File: config.mk
export PLATFORM = sky130hd
export DESIGN_NAME = rf_exec_ctrl
export DESIGN_NICKNAME = d
export VERILOG_FILES = /design/src/rtl/rf_exec_ctrl.sv
export SDC_FILE = /design/constraint.sdc
export NUM_CORES = 1
export LEC_CHECK = 0
export ABC_AREA = 1
export BUFFER_PORTS_ARGS = -buffer_cell sky130_fd_sc_hd__buf_2
export CAP_MARGIN = 20
export CELL_PAD_IN_SITES_DETAIL_PLACEMENT = 2
export CELL_PAD_IN_SITES_GLOBAL_PLACEMENT = 2
export CORE_MARGIN = 2
export CORE_UTILIZATION = 32
export CTS_CLUSTER_DIAMETER = 100
export DETAILED_ROUTE_END_ITERATION = 16
export PLACE_DENSITY_LB_ADDON = 0.12
export SLEW_MARGIN = 20
export SYNTH_ARGS = -nofsm -noshare
export SYNTH_HDL_FRONTEND = slang
export SYNTH_SLANG_ARGS = --single-unit
File: constraint.sdc
create_clock -name sys_clk -period 2.9 [get_ports sys_clk]
set_input_delay 0.58 -clock sys_clk [delete_from_list [all_inputs] [get_ports sys_clk]]
set_output_delay 0.58 -clock sys_clk [all_outputs]
set_load 0.02 [all_outputs]
File: src/rtl/rf_exec_ctrl.sv
// rf_exec_ctrl: multi-cycle execute/write-back sequencer placed upstream of the
// register file. It takes one instruction per handshake and steps through
// IDLE -> READ -> EXEC -> WB. It drives the read addresses, captures the
// operands, computes the ALU result and issues a single write-back cycle
// with a done pulse.
// Optional build macro RF_EXEC_FLAGS_EN adds the registered flag_z/flag_c outputs.
module rf_exec_ctrl #(
  parameter int DW = 8,
  parameter int AW = 3
) (
  input  logic          sys_clk,
  input  logic          sys_rst,
  input  logic          instr_valid,
  output logic          instr_ready,
  input  logic [2:0]    instr_op,
  input  logic [AW-1:0] instr_rd,
  input  logic [AW-1:0] instr_rs1,
  input  logic [AW-1:0] instr_rs2,
  input  logic [DW-1:0] instr_imm,
  output logic [AW-1:0] ra1,
  output logic [AW-1:0] ra2,
  input  logic [DW-1:0] rd1,
  input  logic [DW-1:0] rd2,
  output logic [AW-1:0] wa,
  output logic [DW-1:0] wd,
  output logic          we,
  output logic          done
`ifdef RF_EXEC_FLAGS_EN
  ,
  output logic          flag_z,
  output logic          flag_c
`endif
);

  localparam logic [2:0] OP_ADD  = 3'b000;
  localparam logic [2:0] OP_SUB  = 3'b001;
  localparam logic [2:0] OP_AND  = 3'b010;
  localparam logic [2:0] OP_OR   = 3'b011;
  localparam logic [2:0] OP_XOR  = 3'b100;
  localparam logic [2:0] OP_SHL1 = 3'b101;
  localparam logic [2:0] OP_LDI  = 3'b110;
  localparam logic [2:0] OP_NOP  = 3'b111;

  typedef enum logic [1:0] {
    S_IDLE = 2'd0,
    S_READ = 2'd1,
    S_EXEC = 2'd2,
    S_WB   = 2'd3
  } state_t;

  state_t        state_q, state_d;

  logic [2:0]    op_q;
  logic [AW-1:0] rd_q;
  logic [DW-1:0] imm_q;
  logic [AW-1:0] ra1_q, ra2_q;
  logic [DW-1:0] a_q, b_q;
  logic [AW-1:0] wa_q;
  logic [DW-1:0] wd_q, wd_d;
  logic          we_q, done_q;

  logic          accept;
  logic          ld_operands;
  logic          ld_result;

  // ALU result, wrapping modulo 2**DW; NOP produces zero (never written).
  function automatic logic [DW-1:0] alu_res(input logic [2:0] op,
                                            input logic [DW-1:0] a,
                                            input logic [DW-1:0] b,
                                            input logic [DW-1:0] imm);
    logic [DW-1:0] r;
    r = '0;
    case (op)
      OP_ADD:  r = a + b;
      OP_SUB:  r = a - b;
      OP_AND:  r = a & b;
      OP_OR:   r = a | b;
      OP_XOR:  r = a ^ b;
      OP_SHL1: r = {a[DW-2:0], 1'b0};
      OP_LDI:  r = imm;
      default: r = '0;
    endcase
    return r;
  endfunction

`ifdef RF_EXEC_FLAGS_EN
  // Carry for ADD, borrow for SUB, shifted-out MSB for SHL1, otherwise 0.
  function automatic logic alu_carry(input logic [2:0] op,
                                     input logic [DW-1:0] a,
                                     input logic [DW-1:0] b);
    logic [DW:0] sum;
    logic        c;
    sum = {1'b0, a} + {1'b0, b};
    c   = 1'b0;
    case (op)
      OP_ADD:  c = sum[DW];
      OP_SUB:  c = (a < b);
      OP_SHL1: c = a[DW-1];
      default: c = 1'b0;
    endcase
    return c;
  endfunction
`endif

  // State register.
  always_ff @(posedge sys_clk or posedge sys_rst) begin
    if (sys_rst) state_q <= S_IDLE;
    else         state_q <= state_d;
  end

  // Next-state: fixed four-step walk, leaving IDLE only on a handshake.
  always_comb begin
    state_d = state_q;
    case (state_q)
      S_IDLE:  if (instr_valid) state_d = S_READ;
      S_READ:  state_d = S_EXEC;
      S_EXEC:  state_d = S_WB;
      S_WB:    state_d = S_IDLE;
      default: state_d = S_IDLE;
    endcase
  end

  // Output/strobe decode from the registered state.
  always_comb begin
    instr_ready = (state_q == S_IDLE);
    accept      = instr_valid && (state_q == S_IDLE);
    ld_operands = (state_q == S_READ);
    ld_result   = (state_q == S_EXEC);
    wd_d        = alu_res(op_q, a_q, b_q, imm_q);
  end

  // Stage 0: latch the instruction; read addresses go live for READ.
  always_ff @(posedge sys_clk or posedge sys_rst) begin
    if (sys_rst) begin
      op_q  <= '0;
      rd_q  <= '0;
      imm_q <= '0;
      ra1_q <= '0;
      ra2_q <= '0;
    end else if (accept) begin
      op_q  <= instr_op;
      rd_q  <= instr_rd;
      imm_q <= instr_imm;
      ra1_q <= instr_rs1;
      ra2_q <= instr_rs2;
    end
  end

  // Stage 1: capture register file read data at the end of READ.
  always_ff @(posedge sys_clk or posedge sys_rst) begin
    if (sys_rst) begin
      a_q <= '0;
      b_q <= '0;
    end else if (ld_operands) begin
      a_q <= rd1;
      b_q <= rd2;
    end
  end

  // Stage 2: register the ALU result into the write port for the WB cycle.
  always_ff @(posedge sys_clk or posedge sys_rst) begin
    if (sys_rst) begin
      wa_q   <= '0;
      wd_q   <= '0;
      we_q   <= 1'b0;
      done_q <= 1'b0;
    end else if (ld_result) begin
      wa_q   <= rd_q;
      wd_q   <= wd_d;
      we_q   <= (op_q != OP_NOP);
      done_q <= 1'b1;
    end else begin
      we_q   <= 1'b0;
      done_q <= 1'b0;
    end
  end

`ifdef RF_EXEC_FLAGS_EN
  logic flag_z_q, flag_c_q;

  // Flags change together with the write port; NOP leaves them untouched.
  always_ff @(posedge sys_clk or posedge sys_rst) begin
    if (sys_rst) begin
      flag_z_q <= 1'b0;
      flag_c_q <= 1'b0;
    end else if (ld_result && (op_q != OP_NOP)) begin
      flag_z_q <= (wd_d == '0);
      flag_c_q <= alu_carry(op_q, a_q, b_q);
    end
  end

  assign flag_z = flag_z_q;
  assign flag_c = flag_c_q;
`endif

  assign ra1  = ra1_q;
  assign ra2  = ra2_q;
  assign wa   = wa_q;
  assign wd   = wd_q;
  assign we   = we_q;
  assign done = done_q;

endmodule

==> metrics.md <==
| Metric | Value |
|---|---|
| Maximum clock path buffer count | `2` |
| Clock Power Share | `12.0%` |
| Tot GR Track Use | `19.10%` |
| Post-synth EDFFs | `0` |
| CP top delay family | `simple AND/OR/NAND/NOR gates` |
| Per-cell routed wire length | `16.69 um` |
| Fraction of layout cells with a size suffix above 1 | `23.08%` |
| Psw | `2237 uW` |
| DRT Pass-1 Iters | `4` |
| Clk root buf | `clkbuf_8` |
| Worst vdd ir | `0.3370 mV` |
| Most used cell, CP | `nand2_1` |
| Max stage delay on crit path | `0.48 ns` |
| Switching part of the total | `49.49%` |
| TritonCTS Buffers | `5` |
| Largest net degree at the start of global routing | `33` |
| Worst Hold Class | `input pin to asynchronous set/reset pin` |
| CP Max Fanout | `6` |
| Routed Antenna Nets | `0` |
| CTS HTree Levels | `2` |
| Std-Cell Rows | `35` |
| Tmin final | `2.601 ns` |
| Seq/Total Area, Yosys | `43.09%` |
| Placer Congestion | `0.8510` |
| Post-CTS Resized | `0` |
| WP buf/inv | `2` |
| Syn_area_per_cell | `8.414 um2` |
| Slowest CP cell | `dfrtp_1` |
| Crit-path cells | `inv_2, nand3_2, inv_1, or2_2, xor2_1, ha_1, a21oi_1, nand2_1, or2_2, nand3_1, nand3_1, nand2_1, nand2_1` |
| Cell Pwr Density | `1286 nW/um2` |
| Multi-input logic area | `1493 um2` |
| Worst Max-Slew Pin Slew | `0.6637 ns` |
| Final hold vios | `0` |
| Synth unique cells | `30` |
| Post-synthesis cell count | `352` |
| Async SR Flop Fraction | `100.0%` |
| Synth warn | `0` |
| Fin cells | `527` |
| Area contributors post-synth | `dfrtp_1, nand2_1, ha_1` |
| Synth Register Bits | `51` |
| Syn Nets | `419` |
| Unrepaired setup endpoints after global routing | `no` |
| First-pass GRT wire length | `14630 um` |
| Fillers | `1086` |
| Clk_lat worst skew | `0.33 ns` |
| CP arrival | `2.82 ns` |
| Worst path required time | `3.12 ns` |
| DR vias | `2593` |
| Leakage | `0.001863 uW` |
| Max-cap viol count | `0` |
| Min Hold Slack | `0.09310 ns` |
| Post-CTS setup buffer count | `0` |
| P_int | `2283 uW` |
| CTS Sinks | `51` |
| Placed cell count | `519` |
| Setup CP Type | `flop to flop` |
| Final nets | `482` |
| R2R setup slack | `0.30 ns` |
| Top FF cell, synth | `dfrtp_1` |
| Gate power share | `59.5%` |
| Mapped cell area | `2962 um2` |
| CTS tree | `built` |
| Die Wd | `100.2 um` |
| F_max | `0.3845 GHz` |
| Die Footprint | `10040 um2` |
| Ports | `59` |
| Final setup viols | `0` |
| Detailed placement HPWL | `6868 um` |
| Gr ovfl total | `0` |
| Max Slew Vio Count | `0` |
| Initial antenna violation count | `0` |
| Clock transition at path regs | `0.11 ns` |
| Die Y-Extent | `100.2 um` |
| Initial Util | `32.51%` |
| Relative slew slack | `55.51%` |
| Vias in the first global route | `2886` |
| Final worst-path cycle share | `89.69%` |
| DRT iter0 DRCs | `69` |
| CP Capture Type | `flop` |
| Outcome | `complete, no violations` |
| Drt drc | `0` |
| Sequential power share | `28.5%` |
| Top-area cell type share of the netlist area | `43.09%` |
| Layout area overhead | `18.72%` |
| Core area | `9109 um2` |
| Routed WL | `8798 um` |
| IO Port Bufs | `58` |
| Storage cell area | `1276 um2` |
| Most area-hungry cell type in the Yosys netlist | `dfrtp_1` |
| Startpoint Class | `flop` |
| Post-CTS Hold Fix Bufs | `0` |
| Via density | `4.920` |
| Final setup TNS | `0 ns` |
| Setup Skew | `0.01009 ns` |
| ANT cells | `0` |
kinds of logic after synthesis:
kind of cell	share of synthesized area, %
multiplexers	5.323
buffers and inverters	6.506
AO/OA/AOI/OAI	9.463
adder cells (fa/ha/maj)	12.08
XOR/XNOR	2.070
flip-flops	43.09
AND/OR/NAND/NOR	21.46
flip-flops by register name (all words and copies together), names as in the netlist:
register	cells
b_q	8
we	1
wd	8
rd_q	3
done	1
imm_q	8
state_q	2
ra1	3
wa	3
a_q	8
op_q	3
ra2	3
layout by cell type (no fill, tap or decap), types with 6 or more instances in the layout:
cell,instances
a21oi_1,13
buf_2,58
dfrtp_1,51
ha_1,27
inv_1,40
mux2_2,14
nand2_1,103
nand3_1,14
nor2_1,19
o21ai_0,26
xor2_1,6
path summary, 6_finish.rpt:
path,startpoint,endpoint,depth (start not counted)
min in group sys_clk,rd1[0],a_q[0],3
worst min register to register,wa[1],wa[1],2
worst max register to register,op_q[1],wd[3],13
worst max-delay path,op_q[1],wd[3],13
worst min-delay path,sys_rst,ra2[0],2
max in group asynchronous,sys_rst,wd[7],3
final cells by class:
class	count	share of cell area [%]
flip-flops and latches	51	36.30
clock inverters	3	1.317
repair buffers	63	9.324
clock buffers	5	1.957
well taps	111	3.950
multi-input cells	250	42.46
inverters	44	4.698
cell usage after synthesis, types with 3 or more instances:
master    instances
a21oi_1          13
clkbuf_1          6
inv_2             3
nand3_1          14
mux2_2           14
inv_1            41
dfrtp_1          51
xor2_1            6
o21ai_0          26
ha_1             27
nand4_1           3
nor3_2            4
nor2_1           19
nand2_1         103
power by group through the flow:
stage / Combinational [uW] / Sequential [uW] / Clock, uW
2_1_floorplan: 1790 / 1390 / 0
3_3_place_gp: 2610 / 1300 / 0
3_5_place_dp: 2710 / 1310 / 0
4_1_cts: 2750 / 1300 / 559
5_1_grt: 3120 / 1340 / 580
6_report: 2690 / 1290 / 543
metal layers:
layer / global-route usage, % / up-vias / share of wire (%)
li1: - / 1257 / -
met1: 24.10 / 1278 / 43
met2: 32.78 / 45 / 50
met3: 3.203 / 13 / 4.3
met4: 7.060 / 0 / 2.2
met5: 0 / - / 0
metrics by stage:
step | worst slack, ns | util [%] | instance area (um2) | power [uW]
5_1_grt | 0.1301 | 38.60 | 3516 | 5042
6_report | 0.2991 | 38.60 | 3516 | 4520
4_1_cts | 0.3063 | 38.60 | 3516 | 4603
3_5_place_dp | 0.3654 | 37.34 | 3401 | 4022
2_1_floorplan | 0.6220 | - | 2962 | 3174
3_3_place_gp | 0.4703 | 37.34 | 3401 | 3910
Power figures use the tool's default switching activity.
